## src/rtl/slot_reel_engine.sv

```systemverilog
// Reel datapath behind the slot-machine control FSM: spins three reels at independent
// rates, freezes them one at a time after STOP, then evaluates win/pair flags.
module slot_reel_engine #(
  parameter int NUM_SYMBOLS = 10,
  parameter int SYM_W       = 4,
  parameter int DIV0        = 1,
  parameter int DIV1        = 2,
  parameter int DIV2        = 3,
  parameter int STOP_GAP    = 8
) (
  input  logic             clk,
  input  logic             rst,
  input  logic [1:0]       state,
  output logic [SYM_W-1:0] reel0,
  output logic [SYM_W-1:0] reel1,
  output logic [SYM_W-1:0] reel2,
  output logic             spin_active,
  output logic             result_valid,
  output logic             win_flag,
  output logic             pair_flag
);

  // state  | meaning
  // IDLE   | waiting for RUN; reels hold last values
  // SPIN   | all three reels free-running
  // SETTLE | reel0 frozen; reel1 then reel2 freeze every STOP_GAP edges
  // EVAL   | one cycle: register win/pair flags from frozen reels
  // HOLD   | result displayed until RUN (new game) or SET (idle)
  typedef enum logic [2:0] {E_IDLE, E_SPIN, E_SETTLE, E_EVAL, E_HOLD} eng_t;

  localparam logic [1:0] ST_SET  = 2'b00;
  localparam logic [1:0] ST_RUN  = 2'b01;

  localparam int PW0 = (DIV0 > 1) ? $clog2(DIV0) : 1;
  localparam int PW1 = (DIV1 > 1) ? $clog2(DIV1) : 1;
  localparam int PW2 = (DIV2 > 1) ? $clog2(DIV2) : 1;
  localparam int GW  = (STOP_GAP > 1) ? $clog2(STOP_GAP) : 1;

  eng_t           eng;
  logic [PW0-1:0] pre0;
  logic [PW1-1:0] pre1;
  logic [PW2-1:0] pre2;
  logic [GW-1:0]  gap;
  logic           frz1;

  logic tick0, tick1, tick2, gap_wrap;

  assign tick0    = (pre0 == PW0'(DIV0 - 1));
  assign tick1    = (pre1 == PW1'(DIV1 - 1));
  assign tick2    = (pre2 == PW2'(DIV2 - 1));
  assign gap_wrap = (gap == GW'(STOP_GAP - 1));

  function automatic logic [SYM_W-1:0] next_sym(input logic [SYM_W-1:0] s);
    return (s == SYM_W'(NUM_SYMBOLS - 1)) ? '0 : s + 1'b1;
  endfunction

  always_ff @(posedge clk or negedge rst) begin
    if (!rst) begin
      eng          <= E_IDLE;
      reel0        <= '0;
      reel1        <= '0;
      reel2        <= '0;
      pre0         <= '0;
      pre1         <= '0;
      pre2         <= '0;
      gap          <= '0;
      frz1         <= 1'b0;
      spin_active  <= 1'b0;
      result_valid <= 1'b0;
      win_flag     <= 1'b0;
      pair_flag    <= 1'b0;
    end else begin
      case (eng)
        E_IDLE, E_HOLD: begin
          if (state == ST_RUN) begin
            eng          <= E_SPIN;
            pre0         <= '0;
            pre1         <= '0;
            pre2         <= '0;
            spin_active  <= 1'b1;
            result_valid <= 1'b0;
            win_flag     <= 1'b0;
            pair_flag    <= 1'b0;
          end else if (state == ST_SET) begin
            eng          <= E_IDLE;
            result_valid <= 1'b0;
            win_flag     <= 1'b0;
            pair_flag    <= 1'b0;
          end
        end

        E_SPIN: begin
          if (state == ST_SET) begin
            eng         <= E_IDLE;
            spin_active <= 1'b0;
          end else begin
            pre1 <= tick1 ? '0 : pre1 + 1'b1;
            pre2 <= tick2 ? '0 : pre2 + 1'b1;
            if (tick1) reel1 <= next_sym(reel1);
            if (tick2) reel2 <= next_sym(reel2);
            if (state == ST_RUN) begin
              pre0 <= tick0 ? '0 : pre0 + 1'b1;
              if (tick0) reel0 <= next_sym(reel0);
            end else begin
              // STOP or WIN: reel0 freezes on this very edge
              eng  <= E_SETTLE;
              gap  <= '0;
              frz1 <= 1'b0;
            end
          end
        end

        E_SETTLE: begin
          if (state == ST_SET) begin
            eng         <= E_IDLE;
            spin_active <= 1'b0;
          end else begin
            gap <= gap_wrap ? '0 : gap + 1'b1;
            if (!frz1 && !gap_wrap) begin
              pre1 <= tick1 ? '0 : pre1 + 1'b1;
              if (tick1) reel1 <= next_sym(reel1);
            end
            if (!(frz1 && gap_wrap)) begin
              pre2 <= tick2 ? '0 : pre2 + 1'b1;
              if (tick2) reel2 <= next_sym(reel2);
            end
            if (gap_wrap) begin
              if (!frz1) begin
                frz1 <= 1'b1;
              end else begin
                eng         <= E_EVAL;
                spin_active <= 1'b0;
              end
            end
          end
        end

        E_EVAL: begin
          eng          <= E_HOLD;
          result_valid <= 1'b1;
          win_flag     <= (reel0 == reel1) && (reel1 == reel2);
          pair_flag    <= !((reel0 == reel1) && (reel1 == reel2)) &&
                          ((reel0 == reel1) || (reel1 == reel2) || (reel0 == reel2));
        end

        default: eng <= E_IDLE;
      endcase
    end
  end

endmodule

```

## config.mk

```make
export PLATFORM = sky130hd
export DESIGN_NAME = slot_reel_engine
export DESIGN_NICKNAME = d
export VERILOG_FILES = /design/src/rtl/slot_reel_engine.sv
export SDC_FILE = /design/constraint.sdc
export NUM_CORES = 1
export LEC_CHECK = 0
export ABC_AREA = 1
export BUFFER_PORTS_ARGS = -buffer_cell sky130_fd_sc_hd__buf_2
export CAP_MARGIN = 20
export CORE_ASPECT_RATIO = 0.7
export CORE_MARGIN = 2
export CORE_UTILIZATION = 50
export DETAILED_ROUTE_END_ITERATION = 7
export HOLD_SLACK_MARGIN = 0.1
export PLACE_DENSITY_LB_ADDON = 0.1
export RECOVER_POWER = 100
export SETUP_SLACK_MARGIN = 0.5
export SYNTH_ARGS = -nofsm -noshare
export SYNTH_HDL_FRONTEND = slang
export SYNTH_SLANG_ARGS = --single-unit
export TNS_END_PERCENT = 1
```

## constraint.sdc

```tcl
create_clock -name clk -period 3.2 [get_ports clk]
set_clock_uncertainty 0.15 [all_clocks]
set_input_delay 0.64 -clock clk [delete_from_list [all_inputs] [get_ports clk]]
set_output_delay 0.64 -clock clk [all_outputs]
set_load 0.05 [all_outputs]
```

==> impl_metrics.csv <==
group,metric,value,unit
outcome,outcome,"finished clean",
place,place.gp.congestion,0.889,
die,die_ht,51.5,um
detailed_routing,ant_nets,0,
detailed_routing,via_count,1474,
timing,unrepaired_setup_endpoints_after_global_routing,"no",
worst_setup_path,path_cells,"clkbuf_1",
worst_setup_path,cpPeakStageDelay,0.51,ns
synthesis,combinational_family_with_the_most_area_after_synthesis,"simple AND/OR/NAND/NOR gates",
power_and_ir_drop,peakVddDrop,0.483,mV
synthesis,synth_area_in_simple_gates,0.378,
place,numPortBuffers,19,
final_layout,finish.cell_count_without_fillers,294,
final_layout,most-common-layout-cells,"88 x sky130_fd_sc_hd__nand2_1, 32 x sky130_fd_sc_hd__inv_1, 26 x sky130_fd_sc_hd__dfrtp_1",
detailed_routing,drt-total-wl,3520,um
synthesis,synth_fp_nets,241,
place,dpl_worst_slack,1.41,ns
final_layout,num_antenna_cells,0,
clocking,cts_htree_levels,1,
synthesis,synthesis.yosys.warnings,0,
worst_setup_path,timing.critical_path.slowest_stage_cell,"sky130_fd_sc_hd__dfrtp_1",
die,floorplan.rows,17,
detailed_routing,post_route_drc_violation_count,0,
power_and_ir_drop,p_leak,0.926,nW
timing,final.setup.worst_slack,1.13,ns
worst_setup_path,worst-endpoint-arrival,1.28,ns
worst_setup_path,path_max_fanout,8,
worst_setup_path,timing.setup.critical_path_class,"reg2out",
timing,setup_violations,0,
hold_path,worst_hold_path_type,"reg2reg",
clocking,postCtsResizedCells,0,
final_layout,syn_to_layout_area_delta,6.98,%
timing,final_max_slew_viol_count,0,
synthesis,gate_count_post_synth,235,
global_routing,wire_length_of_the_first_global_routing_pass,5870,um
global_routing,global_route.overflow_total,0,
final_layout,fillerInstances,322,
timing,layout_min_cycle_time,2.07,ns
global_routing,grt_usage,0.210,
synthesis,yosysUniqueCellTypes,24,
timing,fin_hold_ws,0.329,ns
final_layout,layout.cells.most_common,"sky130_fd_sc_hd__nand2_1",
synthesis,synth_compound_area_frac,0.102,
timing,fmax,483,MHz
clocking,cts_num_sinks,26,
clocking,holdBufCountCts,0,
worst_setup_path,critical_path_required,2.41,ns
global_routing,vias_in_the_first_global_route,1190,
timing,timing.final.crit_share,0.647,
timing,max_slew.worst_pin.slew,1.38,ns
timing,timing.slew.headroom,0.0785,
detailed_routing,drt-pass1-iter-count,4,
detailed_routing,via_per_inst,5.01,
synthesis,synth.yosys.seq_area_share,0.403,
clocking,cts_root_buf,"sky130_fd_sc_hd__clkbuf_8",
clocking,cts_setup_buffers,0,
power_and_ir_drop,power_density,971,mW/mm2
die,dieWidth,71.9,um
die,start_util,0.520,
die,floorplan.core_area,0.00311,mm2
synthesis,synthesis.area_per_instance,6.87,um2
clocking,cts.reportedPaths.clkPinSlew,0.09,ns
worst_setup_path,cpLargestDelayFamily,"flip-flops",
synthesis,yosys.area_share.xor_xnor,0.0217,
synthesis,synth_mux_area_frac,0,
synthesis,synth_area,0.00161,mm2
clocking,worstSkewPairLatency,0.27,ns
clocking,cts_inserted_buffers,3,
timing,timing_hold_violations_final,0,
detailed_routing,wl_per_cell,12.0,um
clocking,cts_max_path_buffers,2,
job,drv.max_cap_violation_count,0,
place,hpwlAfterDp,2650,um
final_layout,finalNetCount,264,
die,floorplan.io_pins,20,
global_routing,grt_max_degree,27,
worst_setup_path,critPathLaunchType,"flop",
synthesis,synth_fa_ha_area_frac,0.0155,
clocking,tritoncts,"done",
place,placedCellCount,291,
synthesis,postSynthRegisterBits,26,
timing,setup_tns,0,ns
final_layout,post-route-util,0.556,
global_routing,grt_antenna_before_repair,0,
die,die-area,0.00371,mm2
worst_setup_path,critical_path.n_buffers_inverters,1,
worst_setup_path,crit_path_end_kind,"output port",
final_layout,final_layout_size_suffix_gt1_frac,0.0469,
detailed_routing,count_of_routing_violations_after_the_opening_detailed_route_iteration,89,
flip-flops by register name, indices dropped and copies added (netlist names):
| register | count |
|---|---|
| pre2 | 2 |
| gap | 3 |
| pair_flag | 1 |
| frz1 | 1 |
| result_valid | 1 |
| reel0 | 4 |
| spin_active | 1 |
| reel1 | 4 |
| win_flag | 1 |
| pre1 | 1 |
| eng | 3 |
| reel2 | 4 |
stage by stage:
stage               total power, W  instance area (um2)
finish                     0.00168                 1730
global route               0.00184                 1730
CTS                        0.00173                 1790
detailed placement         0.00154                 1750
global placement           0.00154                 1750
floorplan                  0.00132                 1610
final timing paths:
kind | from | endpoint | slack [ns] | depth (start not counted)
min | result_valid | result_valid | 0.33 | 2
max reg2reg | eng[0] | reel1[0] | 1.28 | 7
min in group asynchronous | rst | frz1 | 0.51 | 1
max | reel2[0] | reel2[0] | 1.13 | 1
min reg2reg | result_valid | result_valid | 0.33 | 2
max in group asynchronous | rst | reel1[1] | 1.58 | 1
cell families after synthesis:
| kind of cell | Yosys count |
|---|---|
| AOI/OAI and AO/OA | 31 |
| buffers and inverters | 34 |
| DFF | 26 |
| xor gates and xnor gates | 4 |
| and+or+nand+nor | 138 |
| adders and majority gates | 2 |
worst min-delay path, cell delays in order (launching register included):
cell and delay [ns]:
sky130_fd_sc_hd__dfrtp_1 0.35, sky130_fd_sc_hd__nand2_1 0.05, sky130_fd_sc_hd__nand2_1 0.04
cell usage after synthesis:
cell / number / area share
sky130_fd_sc_hd__nand3_1: 15 / 0.047
sky130_fd_sc_hd__nand3_2: 1 / 0.0062
sky130_fd_sc_hd__o21ai_2: 2 / 0.011
sky130_fd_sc_hd__ha_1: 2 / 0.016
sky130_fd_sc_hd__dfrtp_1: 26 / 0.40
sky130_fd_sc_hd__nor2_4: 1 / 0.0070
sky130_fd_sc_hd__o21ai_0: 17 / 0.053
sky130_fd_sc_hd__nor2_2: 3 / 0.012
sky130_fd_sc_hd__nor3_1: 4 / 0.012
sky130_fd_sc_hd__nand2_4: 1 / 0.0070
sky130_fd_sc_hd__nor2_1: 19 / 0.044
sky130_fd_sc_hd__nor3_2: 1 / 0.0062
sky130_fd_sc_hd__xor2_1: 4 / 0.022
sky130_fd_sc_hd__nand3_4: 1 / 0.011
sky130_fd_sc_hd__inv_1: 31 / 0.072
sky130_fd_sc_hd__nand2_2: 4 / 0.016
sky130_fd_sc_hd__nand2_1: 85 / 0.20
sky130_fd_sc_hd__nand4_1: 2 / 0.0078
sky130_fd_sc_hd__buf_2: 1 / 0.0031
sky130_fd_sc_hd__o21a_1: 1 / 0.0047
sky130_fd_sc_hd__nand3b_1: 1 / 0.0047
sky130_fd_sc_hd__a21oi_1: 4 / 0.012
sky130_fd_sc_hd__o21ai_1: 7 / 0.022
sky130_fd_sc_hd__inv_2: 2 / 0.0047
routing by layer:
metal	part of all wire	global-route usage	wire, um	vias up
met5	0	0	0	-
met4	0.0068	0.0472	24	0
met3	0.064	0.0484	225	4
met2	0.36	0.267	1260	41
met1	0.57	0.347	2000	648
li1	-	-	-	781
where the power goes:
| part | leakage, nW | internal (W) | switching, W |
|---|---|---|---|
| Clock | 0.0216 | 0.0000846 | 0.000105 |
| Sequential | 0.337 | 0.000439 | 0.000149 |
| Combinational | 0.567 | 0.000230 | 0.000668 |
area by class of cell:
cell class,count,area [um2],share of cell area
flip-flops and latches,26,651,0.377
multi-input cells,175,790,0.457
well taps,38,47.5,0.0275
clock buffers,3,41.3,0.0239
inverters,33,124,0.0717
repair buffers,19,73.8,0.0428
No activity file was read; power rests on OpenSTA's default activity.
